**config.mk**
```make
export PLATFORM = sky130hd
export DESIGN_NAME = bin_to_bcd_seq
export DESIGN_NICKNAME = d
export VERILOG_FILES = /design/src/rtl/bcd_pkg.sv /design/src/rtl/bcd_add3.sv /design/src/rtl/bin_to_bcd_seq.sv
export SDC_FILE = /design/constraint.sdc
export NUM_CORES = 1
export LEC_CHECK = 0
export BUFFER_PORTS_ARGS = -buffer_cell sky130_fd_sc_hd__buf_2
export CAP_MARGIN = 20
export CORE_MARGIN = 2
export CORE_UTILIZATION = 50
export CTS_CLUSTER_SIZE = 25
export DETAILED_ROUTE_END_ITERATION = 7
export PLACE_DENSITY_LB_ADDON = 0.3
export SETUP_SLACK_MARGIN = 0.4
export SLEW_MARGIN = 20
export SYNTH_ARGS = -nofsm -noshare
export SYNTH_HDL_FRONTEND = slang
export SYNTH_SLANG_ARGS = --single-unit
```
**constraint.sdc**
```tcl
create_clock -name i_clk -period 2.7 [get_ports i_clk]
set_input_delay 0.54 -clock i_clk [delete_from_list [all_inputs] [get_ports i_clk]]
set_output_delay 0.54 -clock i_clk [all_outputs]
set_load 0.02 [all_outputs]
```
**src/rtl/bcd_pkg.sv**
```systemverilog
// Shared types and constants for the binary-to-BCD converter.
package bcd_pkg;

  typedef logic [3:0] bcd_digit_t;

  localparam int BCD_DIGITS = 3;

  typedef enum logic {
    IDLE    = 1'b0,
    CONVERT = 1'b1
  } b2b_state_t;

endpackage

```
**src/rtl/bcd_add3.sv**
```systemverilog
// Double-dabble nibble correction: adds 3 to a BCD nibble that is 5 or more.
module bcd_add3
  import bcd_pkg::*;
(
  input  bcd_digit_t din,
  output bcd_digit_t dout
);

  assign dout = (din >= 4'd5) ? din + 4'd3 : din;

endmodule

```
**src/rtl/bin_to_bcd_seq.sv**
```systemverilog
// Iterative shift-and-add-3 converter: WIDTH-bit unsigned value to three BCD digits,
// one bit per clock, with results held in output registers between conversions.
module bin_to_bcd_seq
  import bcd_pkg::*;
#(
  parameter int WIDTH = 8
) (
  input  logic             i_clk,
  input  logic             i_rst,
  input  logic             i_start,
  input  logic [WIDTH-1:0] i_bin,
  output bcd_digit_t       o_hundreds,
  output bcd_digit_t       o_tens,
  output bcd_digit_t       o_ones,
  output logic             o_busy,
  output logic             o_valid
);

  localparam int CNT_W = $clog2(WIDTH + 1);
  localparam int SCR_W = 4 * BCD_DIGITS + WIDTH;

  // Three digits cap the representable value at 999, and hundreds is only 0..5 at 511.
  if (WIDTH < 1 || WIDTH > 9) begin : g_bad_width
    $error("bin_to_bcd_seq: WIDTH must be in 1..9");
  end

  b2b_state_t       state_q, state_d;
  logic [SCR_W-1:0] scratch_q;
  logic [SCR_W-1:0] scratch_corr;
  logic [SCR_W-1:0] scratch_shf;
  logic [CNT_W-1:0] cnt_q;
  bcd_digit_t       hund_fix, tens_fix, ones_fix;
  logic             load;
  logic             done;

  bcd_add3 u_add3_hund (.din(scratch_q[WIDTH+8 +: 4]), .dout(hund_fix));
  bcd_add3 u_add3_tens (.din(scratch_q[WIDTH+4 +: 4]), .dout(tens_fix));
  bcd_add3 u_add3_ones (.din(scratch_q[WIDTH   +: 4]), .dout(ones_fix));

  assign scratch_corr = {hund_fix, tens_fix, ones_fix, scratch_q[WIDTH-1:0]};
  assign scratch_shf  = scratch_corr << 1;

  always_comb begin
    state_d = state_q;
    load    = 1'b0;
    done    = 1'b0;
    case (state_q)
      IDLE: begin
        if (i_start) begin
          state_d = CONVERT;
          load    = 1'b1;
        end
      end
      CONVERT: begin
        if (cnt_q == CNT_W'(1)) begin
          state_d = IDLE;
          done    = 1'b1;
        end
      end
      default: state_d = IDLE;
    endcase
  end

  // Control and result registers
  always_ff @(posedge i_clk) begin
    if (i_rst) begin
      state_q    <= IDLE;
      cnt_q      <= '0;
      o_valid    <= 1'b0;
      o_hundreds <= '0;
      o_tens     <= '0;
      o_ones     <= '0;
    end else begin
      state_q <= state_d;
      o_valid <= done;
      if (load) begin
        cnt_q <= CNT_W'(WIDTH);
      end else if (state_q == CONVERT) begin
        cnt_q <= cnt_q - CNT_W'(1);
      end
      if (done) begin
        o_hundreds <= scratch_shf[WIDTH+8 +: 4];
        o_tens     <= scratch_shf[WIDTH+4 +: 4];
        o_ones     <= scratch_shf[WIDTH   +: 4];
      end
    end
  end

  // Scratch datapath: only meaningful while CONVERT, so it carries no reset
  always_ff @(posedge i_clk) begin
    if (load) begin
      scratch_q <= SCR_W'(i_bin);
    end else if (state_q == CONVERT) begin
      scratch_q <= scratch_shf;
    end
  end

  assign o_busy = (state_q == CONVERT);

endmodule

```
==> flow_summary.toml, run 1 <==
[clock_network]
htree_levels = 2
cts_resized = 0
clk_pin_slew_ns = 0.10
clockBufferDepth = 2
cts_tree = "done"
cts_num_sinks = 38
clk_latency_ns = 0.34
cts_setup_buffers = 0
clockRootBuffer = "clkbuf_4"
cts_hold_buf = 0
numCtsBuffers = 5

[floorplan]
die_y_um = 61.8
core-area_mm2 = 0.00310
die_area_mm2 = 0.00382
rows = 20
start_util_pct = 53.8
boundaryPins = 25
die_width_um = 61.8

[layout]
drive_above_1_share_pct = 23.2
antennaDiodeCount = 0
fin_nets = 199
fin_cells = 225
area_growth_pct = 11.8

[sta]
slew-limit-headroom_pct = 61.3
hold_violations = 0
finalClockSkew_ns = 0.00815
clock.fmax_mhz = 549
final_max_slew_viol_count = 0
finalSetupViolations = 0
whs_ns = 0.449
finalCritPeriodShare_pct = 67.4
fin_tns_setup_ns = 0
worst_slew_pin_slew_ns = 0.579
rsz0062_at_grt = "false"
finalCriticalPeriod_ns = 1.82

[detailed_routing]
firstDrtPassIters = 4
wl_mm = 2.88
wl_per_cell_um = 12.8
initialDrtViolationCount = 33
antenna_left = 0
drcViolationCount = 0
routed-via-count = 1182
viasPerCell = 5.25

[power_and_ir_drop]
p_clk_share_pct = 25.6
p_int_uw = 793
peakVddDrop_v = 0.000248
seqPwrFrac_pct = 60.7
p_per_area_mw_per_mm2 = 572
leakage_uw = 0.000809
switching_share_pct = 25.7
power_switching_uw = 274
p_comb_share_pct = 13.7

[worst_hold_path]
min_to = "cnt_q[1]"
min_path_type = "in2reg"
whs_path_depth = 2
min_from = "i_rst"

[yosys]
synth_fp_nets = 173
synth_top_area_share_pct = 36.0
synth_seq_area_share_pct = 50.4
ys_ff_latch = 38
ys_warn_count = 0
synth_area_leaders = "dfxtp_1 36%, edfxtp_1 14%, ha_1 6.0%, mux2i_1 4.8%, mux2_2 4.7%"
yosys.area.top_type = "dfxtp_1"
syn_avg_cell_area_um2 = 10.8
ys_types = 30
synth_area_mm2 = 0.00167
netlist_instances = 154

[place]
dpl.cell_count = 217
port_buffers = 24
place_congestion = 0.790
dpl.hpwl_mm = 2.13

[grt]
grt-ovfl-total = 0
met2_usage_pct = 28.4
met1_usage_pct = 19.9
grt_max_degree = 18
antenna_found_initial = 0
grt_pass1_wl_mm = 4.69
grt_util_met3_pct = 4.97
grt_pass1_vias = 1111
grt_usage_pct = 17.0
gr-max-usage-layer = "met2"

[run]
max_cap_viol_count = 0

[setup_path]
setup.reg_to_reg.worst_slack_ns = 1.03
cp_data_arrival_time_ns = 1.28
cp_max_fo = 17
worst_setup_path_start_kind = "flop"
crit_path_end_kind = "output pin"
r2r_end = "scratch_q[3]"
cp.depth = 1
reg2reg_depth = 2
critical_path.top_delay_family = "flip-flops"
slowest_stage = "dfxtp_1"
critPathKind = "reg2out"
required_ns = 2.16
max_stage_delay_ns = 0.68
crit_buf_inv = 1
crit_path_cell_trace = "buf_2"
r2r_start = "o_busy"

[outcome]
status = "completed"
==> worst max path at each step <==
stage,start,slack (ns),end
3_3_place_gp,i_start,0.73,scratch_q[6]
4_1_cts,o_busy,0.86,o_busy
6_report,o_busy,0.88,o_busy
3_5_place_dp,i_start,0.70,scratch_q[6]
2_1_floorplan,o_busy,1.29,scratch_q[1]
5_1_grt,o_busy,0.79,o_busy
==> layout by cell type, fill, tap and decap left out <==
cell type,synthesis,routed
o31a_1,1,1
a211oi_1,1,1
nor2_2,1,1
mux2i_1,8,8
edfxtp_1,8,8
o31ai_1,1,1
dfxtp_1,30,30
and4bb_1,1,1
nor2b_1,1,1
xor2_1,1,1
nor2_1,4,4
nor3_1,7,7
a22o_1,8,8
ha_1,8,8
nor3b_1,8,8
o21ai_0,7,7
a21oi_2,2,2
nand2b_2,1,1
nand2_1,6,6
nand2b_1,9,9
and2_1,1,1
clkbuf_4,0,5
inv_2,1,1
mux2_2,7,7
a21o_1,5,5
buf_2,4,24
buf_4,0,1
xnor2_1,4,4
a21oi_1,8,8
inv_1,9,9
clkbuf_1,1,3
==> layer usage <==
layer | part of all wire [%] | vias to the layer above
met1 | 45 | 564
li1 | - | 587
met2 | 49 | 24
met5 | 0 | -
met3 | 3.7 | 7
met4 | 2.0 | 0
==> synthesized netlist by cell type <==
library cell	instances
nand2b_2	1
edfxtp_1	8
nand2_1	6
ha_1	8
dfxtp_1	30
o31ai_1	1
o31a_1	1
a21oi_1	8
nor3b_1	8
nor2b_1	1
a22o_1	8
mux2_2	7
inv_2	1
a211oi_1	1
nor3_1	7
xor2_1	1
o21ai_0	7
clkbuf_1	1
nand2b_1	9
xnor2_1	4
a21oi_2	2
nor2_2	1
and4bb_1	1
nor2_1	4
a21o_1	5
buf_6	1
buf_2	4
inv_1	9
mux2i_1	8
and2_1	1
==> registers in the layout, summed over array words and instances (netlist names) <==
register	count
cnt_q	4
o_busy	1
o_hundreds	4
o_ones	4
o_tens	4
o_valid	1
scratch_q	20
==> through the flow <==
step	instance area [µm²]	power (µW)	worst slack [ns]	util, %
6_report	1870	1070	0.879	60.1
5_1_grt	1870	1130	0.791	60.1
4_1_cts	1870	1080	0.861	60.1
3_5_place_dp	1820	807	0.701	58.5
3_3_place_gp	1820	797	0.731	58.5
2_1_floorplan	1670	771	1.29	-
==> power by group through the flow <==
stage | clock network [µW] | registers [µW] | logic (µW)
2_1_floorplan | 0 | 652 | 119
3_3_place_gp | 0 | 657 | 139
3_5_place_dp | 0 | 660 | 147
4_1_cts | 287 | 647 | 147
5_1_grt | 312 | 652 | 166
6_report | 274 | 647 | 146
==> cell type report <==
cell class	instances	area, µm²
fillers	285	1240
inverters	10	37.5
clock buffers	8	48.8
well taps	44	55.1
flip-flops and latches	38	841
repair buffers	25	128
multi-input cells	100	756
==> kinds of logic after synthesis <==
logic type	count (synthesis)	synth area share (%)
and+or+nand+nor	39	13.7
DFF	38	50.4
AOI/OAI and AO/OA	33	13.4
buffers and inverters	16	4.35
muxes	15	9.52
adders and majority gates	8	6.00
xor gates and xnor gates	5	2.62
Note: power is estimated with default switching activity, not from simulation.
==> inputs of run 2 (changes only) <==
==> constraint.sdc (replaced) <==
create_clock -name i_clk -period 1.5 [get_ports i_clk]
set_input_delay 0.3 -clock i_clk [delete_from_list [all_inputs] [get_ports i_clk]]
set_output_delay 0.3 -clock i_clk [all_outputs]
set_load 0.02 [all_outputs]
==> run 2 against run 1 <==
Compared with the run above:
- combinational power increased to 3.7 times the previous value
- final area rose by 39%
- largest cell class is now multi-input combinational cells
- highest routed layer unchanged
- critical endpoint is now o_ones[2]
- total power increased by 110%
- final cell count is 12% higher
- hold slack got worse by 0.21 ns
- largest power group unchanged
==> flow_summary.toml, run 2 (synthesis gave the netlist of run 1 again) <==
[outcome]
status = "completed"

[detailed_routing]
initialDrtViolationCount = 57
viasPerCell = 5.63
wl_mm = 4.58
top_layer = "met4"
antenna_left = 0
drcViolationCount = 0
met3WireLength_um = 193
wl_per_cell_um = 18.2
firstDrtPassIters = 4
wl_met2_mm = 2.44
routed-via-count = 1412
wl_met1_mm = 1.79

[clock_network]
htree_levels = 2
clk_latency_ns = 0.35
cts_num_sinks = 38
numCtsBuffers = 5
clk_pin_slew_ns = 0.12
cts_tree = "done"
clockRootBuffer = "clkbuf_4"
clockBufferDepth = 2

[sta]
final_max_slew_viol_count = 0
setup_ws_ns = 0.0862
clock.fmax_mhz = 707
worst_slew_pin_slew_ns = 0.348
fin_tns_setup_ns = 0
finalCriticalPeriod_ns = 1.41
hold_violations = 0
rsz0062_at_grt = "true"
finalSetupViolations = 0
finalCritPeriodShare_pct = 94.3
slew-limit-headroom_pct = 76.7
finalClockSkew_ns = 0.0144

[power_and_ir_drop]
leakage_uw = 0.00109
p_per_area_mw_per_mm2 = 855
power.total_uw = 2220
peakVddDrop_v = 0.000631

[setup_path]
worst_setup_path_start_kind = "flop"
required_ns = 1.80
max_stage_delay_ns = 0.38
critPathKind = "reg2reg"
critical_path.top_delay_family = "flip-flops"
slowest_stage = "dfxtp_2"
cp_max_fo = 4
crit_buf_inv = 1
crit_path_cell_trace = "inv_4, ha_4, nand2b_4, a21oi_4, mux2i_2, a22o_1"
cp_data_arrival_time_ns = 1.71
crit_path_end_kind = "flop"

[grt]
antenna_found_initial = 0
grt_pass1_vias = 1389
grt_usage_pct = 23.8
grt_pass1_wl_mm = 6.46
grt-ovfl-total = 0
grt_max_degree = 16

[floorplan]
boundaryPins = 25
die_y_um = 61.8
die_width_um = 61.8
core-area_mm2 = 0.00310
rows = 20
start_util_pct = 53.8
die_area_mm2 = 0.00382

[layout]
final_cell_mix = "20 x buf_6, 20 x buf_4, 19 x dfxtp_2"
seqCellArea_um2 = 880
drive_above_1_share_pct = 69.6
multiInputGateArea_mm2 = 0.00109
largest_reg_flops = 20
fillerInstances = 170
antennaDiodeCount = 0
regMostFlops = "scratch_q"
fin_nets = 226
area_growth_pct = 55.5
final_cell_area_mm2 = 0.00260

[place]
port_buffers = 24
dpl.hpwl_mm = 2.35
place_area_mm2 = 0.00197
place_congestion = 0.748
dp_slack_ns = 0.137

[worst_hold_path]
min_path_type = "in2reg"

[run]
max_cap_viol_count = 0
## run 2: cell count changes in the layout (fill, tap and decap cells not counted), sizes merged
cell,change
buf,+27
clkbuf,-3
clkinv,+2
## run 2: worst register-to-register path, delay by kind of cell (launching register included)
kind | cells | cell delay [ns]
adder cells (fa/ha/maj) | 1 | 0.15
buffers and inverters | 1 | 0.06
multiplexers | 1 | 0.29
AO/OA/AOI/OAI | 2 | 0.35
AND/OR/NAND/NOR | 1 | 0.15
flip-flops | 1 | 0.38
## run 2: layout make-up
type / instances / share of cell area [%]
multi-input combinational: 100 / 41.8
sequential: 38 / 33.9
timing repair buffer: 52 / 18.2
inverter: 10 / 2.12
tap: 44 / 2.12
clock buffer: 5 / 1.45
clock inverter: 2 / 0.386
## run 2: where the power goes
| part | leakage (µW) | internal (µW) | total (µW) | switching [µW] |
|---|---|---|---|---|
| combinational | 0.000718 | 295 | 539 | 244 |
| sequential | 0.000337 | 1120 | 1190 | 70.9 |
| clock | 0.0000308 | 169 | 493 | 324 |
## run 2: path summary, 6_finish.rpt
path	startpoint	endpoint	slack, ns	depth (start not counted)
worst max register to register	scratch_q[9]	o_ones[2]	0.09	6
worst min-delay path	i_bin[0]	scratch_q[0]	0.24	2
worst max-delay path	scratch_q[9]	o_ones[2]	0.09	6
worst min register to register	o_ones[1]	o_ones[1]	0.50	1
## run 2: timing repair
item,4_1_cts,5_1_grt
setup endpoints to repair,54,57
setup buffers,16,5
resized for setup,85,34
hold buffers,0,0
pin swaps,15,8
gates cloned,1,0
## run 2: layer usage
metal  up-vias  global-route usage, %
met5         -                      0
met4         0                   4.86
met3        14                   7.25
met2        54                   45.7
met1       690                   25.5
li1        654                      -
## run 2: through the flow
step	util [%]	hold slack (ns)	instances
floorplan	-	0.372	154
global placement	63.4	0.436	222
detailed placement	63.4	0.449	222
CTS	78.3	0.238	246
global route	83.7	0.216	251
finish	83.7	0.239	251
==> inputs of run 3 (changes only) <==
--- a/config.mk
+++ b/config.mk
@@ -12,6 +12,7 @@
 export CTS_CLUSTER_SIZE = 25
 export DETAILED_ROUTE_END_ITERATION = 7
 export PLACE_DENSITY_LB_ADDON = 0.3
+export RECOVER_POWER = 50
 export SETUP_SLACK_MARGIN = 0.4
 export SLEW_MARGIN = 20
 export SYNTH_ARGS = -nofsm -noshare
==> run 3 against run 2 <==
Compared with the run above:
- combinational power fell by 2%
- final cell count stayed put
- register-to-register slack hardly changed
- sequential power about the same
- critical endpoint unchanged
==> flow_summary.toml, run 3 (synthesis gave the netlist of run 1 again) <==
[setup_path]
critPathKind = "reg2reg"
max_stage_delay_ns = 0.38
slowest_stage = "dfxtp_2"
crit_path_end_kind = "flop"
worst_setup_path_start_kind = "flop"
crit_path_cell_trace = "inv_4, ha_4, nand2b_4, a21oi_4, mux2i_2, a22o_1"
cp_max_fo = 4
required_ns = 1.80
cp_data_arrival_time_ns = 1.71

[layout]
drive_above_1_share_pct = 60.9
regMostFlops = "scratch_q"
largest_reg_flops = 20
final_cell_mix = "21 x dfxtp_1, 19 x buf_6, 19 x buf_4"
fillerInstances = 182
area_growth_pct = 52.8
fin_nets = 226
layout.cells.most_common = "dfxtp_1"
antennaDiodeCount = 0

[power_and_ir_drop]
seqPwrFrac_pct = 53.8
p_comb_share_pct = 23.9
p_per_area_mw_per_mm2 = 867
p_int_uw = 1580
p_clk_share_pct = 22.3
power_switching_uw = 635
switching_share_pct = 28.7
leakage_uw = 0.00107
peakVddDrop_v = 0.000633
power.total_uw = 2210

[clock_network]
clockRootBuffer = "clkbuf_4"
cts_tree = "done"
numCtsBuffers = 5
clk_pin_slew_ns = 0.11
clk_latency_ns = 0.35
cts_num_sinks = 38
clockBufferDepth = 2
htree_levels = 2
cts_hold_buf = 0

[worst_hold_path]
min_path_type = "in2reg"

[floorplan]
start_util_pct = 53.8
rows = 20
die_width_um = 61.8
boundaryPins = 25
die_y_um = 61.8
die_area_mm2 = 0.00382
core-area_mm2 = 0.00310

[detailed_routing]
wl_mm = 4.60
viasPerCell = 5.57
wl_per_cell_um = 18.3
antenna_left = 0
drcViolationCount = 0
routed-via-count = 1397
initialDrtViolationCount = 61
firstDrtPassIters = 4

[grt]
antenna_found_initial = 0
grt-ovfl-total = 0
grt_max_degree = 16
grt_usage_pct = 23.8
grt_pass1_wl_mm = 6.46
grt_pass1_vias = 1389

[place]
place_congestion = 0.748
port_buffers = 24
dpl.hpwl_mm = 2.35
dp_slack_ns = 0.137

[sta]
slew-limit-headroom_pct = 76.7
whs_ns = 0.239
final_max_slew_viol_count = 0
finalClockSkew_ns = 0.0123
clock.fmax_mhz = 709
hold_violations = 0
finalCriticalPeriod_ns = 1.41
rsz0062_at_grt = "true"
fin_tns_setup_ns = 0
finalSetupViolations = 0
finalCritPeriodShare_pct = 94.1
setup_ws_ns = 0.0888
worst_slew_pin_slew_ns = 0.348

[run]
max_cap_viol_count = 0

[outcome]
status = "completed"
==> run 3: what timing repair did <==
item,CTS,global route
gates resized for setup,85,34
setup buffers,16,5
cloned,1,0
pin swaps,15,8
setup endpoints to repair,54,57
==> run 3: worst max-delay path, delay by kind of cell (launching register included) <==
kind	cells	cell delay (ns)
mux	1	0.29
fa+ha+maj	1	0.15
compound gates	2	0.35
buf+inv	1	0.06
flops	1	0.38
simple gates	1	0.15
==> run 3: final timing paths <==
kind	from	endpoint	slack, ns	cells after the start
worst max-delay path	scratch_q[9]	o_ones[2]	0.09	6
worst min-delay path	i_bin[0]	scratch_q[0]	0.24	2
worst max register to register	scratch_q[9]	o_ones[2]	0.09	6
worst min register to register	scratch_q[7]	o_ones[0]	0.51	1
==> run 3: final cells by class <==
| type | instances | area [µm²] | area share (%) |
|---|---|---|---|
| Inverter | 10 | 52.6 | 2.06 |
| Timing Repair Buffer | 52 | 463 | 18.1 |
| Tap cell | 44 | 55.1 | 2.16 |
| Sequential cell | 38 | 860 | 33.7 |
| Clock inverter | 2 | 10.0 | 0.392 |
| Multi-Input combinational cell | 100 | 1070 | 42.1 |
| Clock buffer | 5 | 37.5 | 1.47 |
==> run 3: power groups by stage <==
stage / Sequential (µW) / Clock, µW / Combinational (µW)
6_report: 1190 / 493 / 529
5_1_grt: 1190 / 545 / 561
4_1_cts: 1180 / 491 / 447
3_5_place_dp: 1200 / 0 / 345
3_3_place_gp: 1190 / 0 / 325
2_1_floorplan: 1190 / 0 / 265
==> run 3: through the flow <==
step	cells	util, %	area (µm²)
final	251	82.2	2550
after global routing	251	82.2	2550
after CTS	246	78.3	2430
after detailed placement	222	63.4	1970
after global placement	222	63.4	1970
after floorplan	154	-	1780
==> run 3: metal layers <==
metal  share of wire (%)  global-route usage, %  vias to the layer above
met5                   0                      0                        -
met4                 3.0                   4.86                        0
met3                 3.5                   7.25                       12
met2                  54                   45.7                       49
met1                  39                   25.5                      683
li1                    -                      -                      653
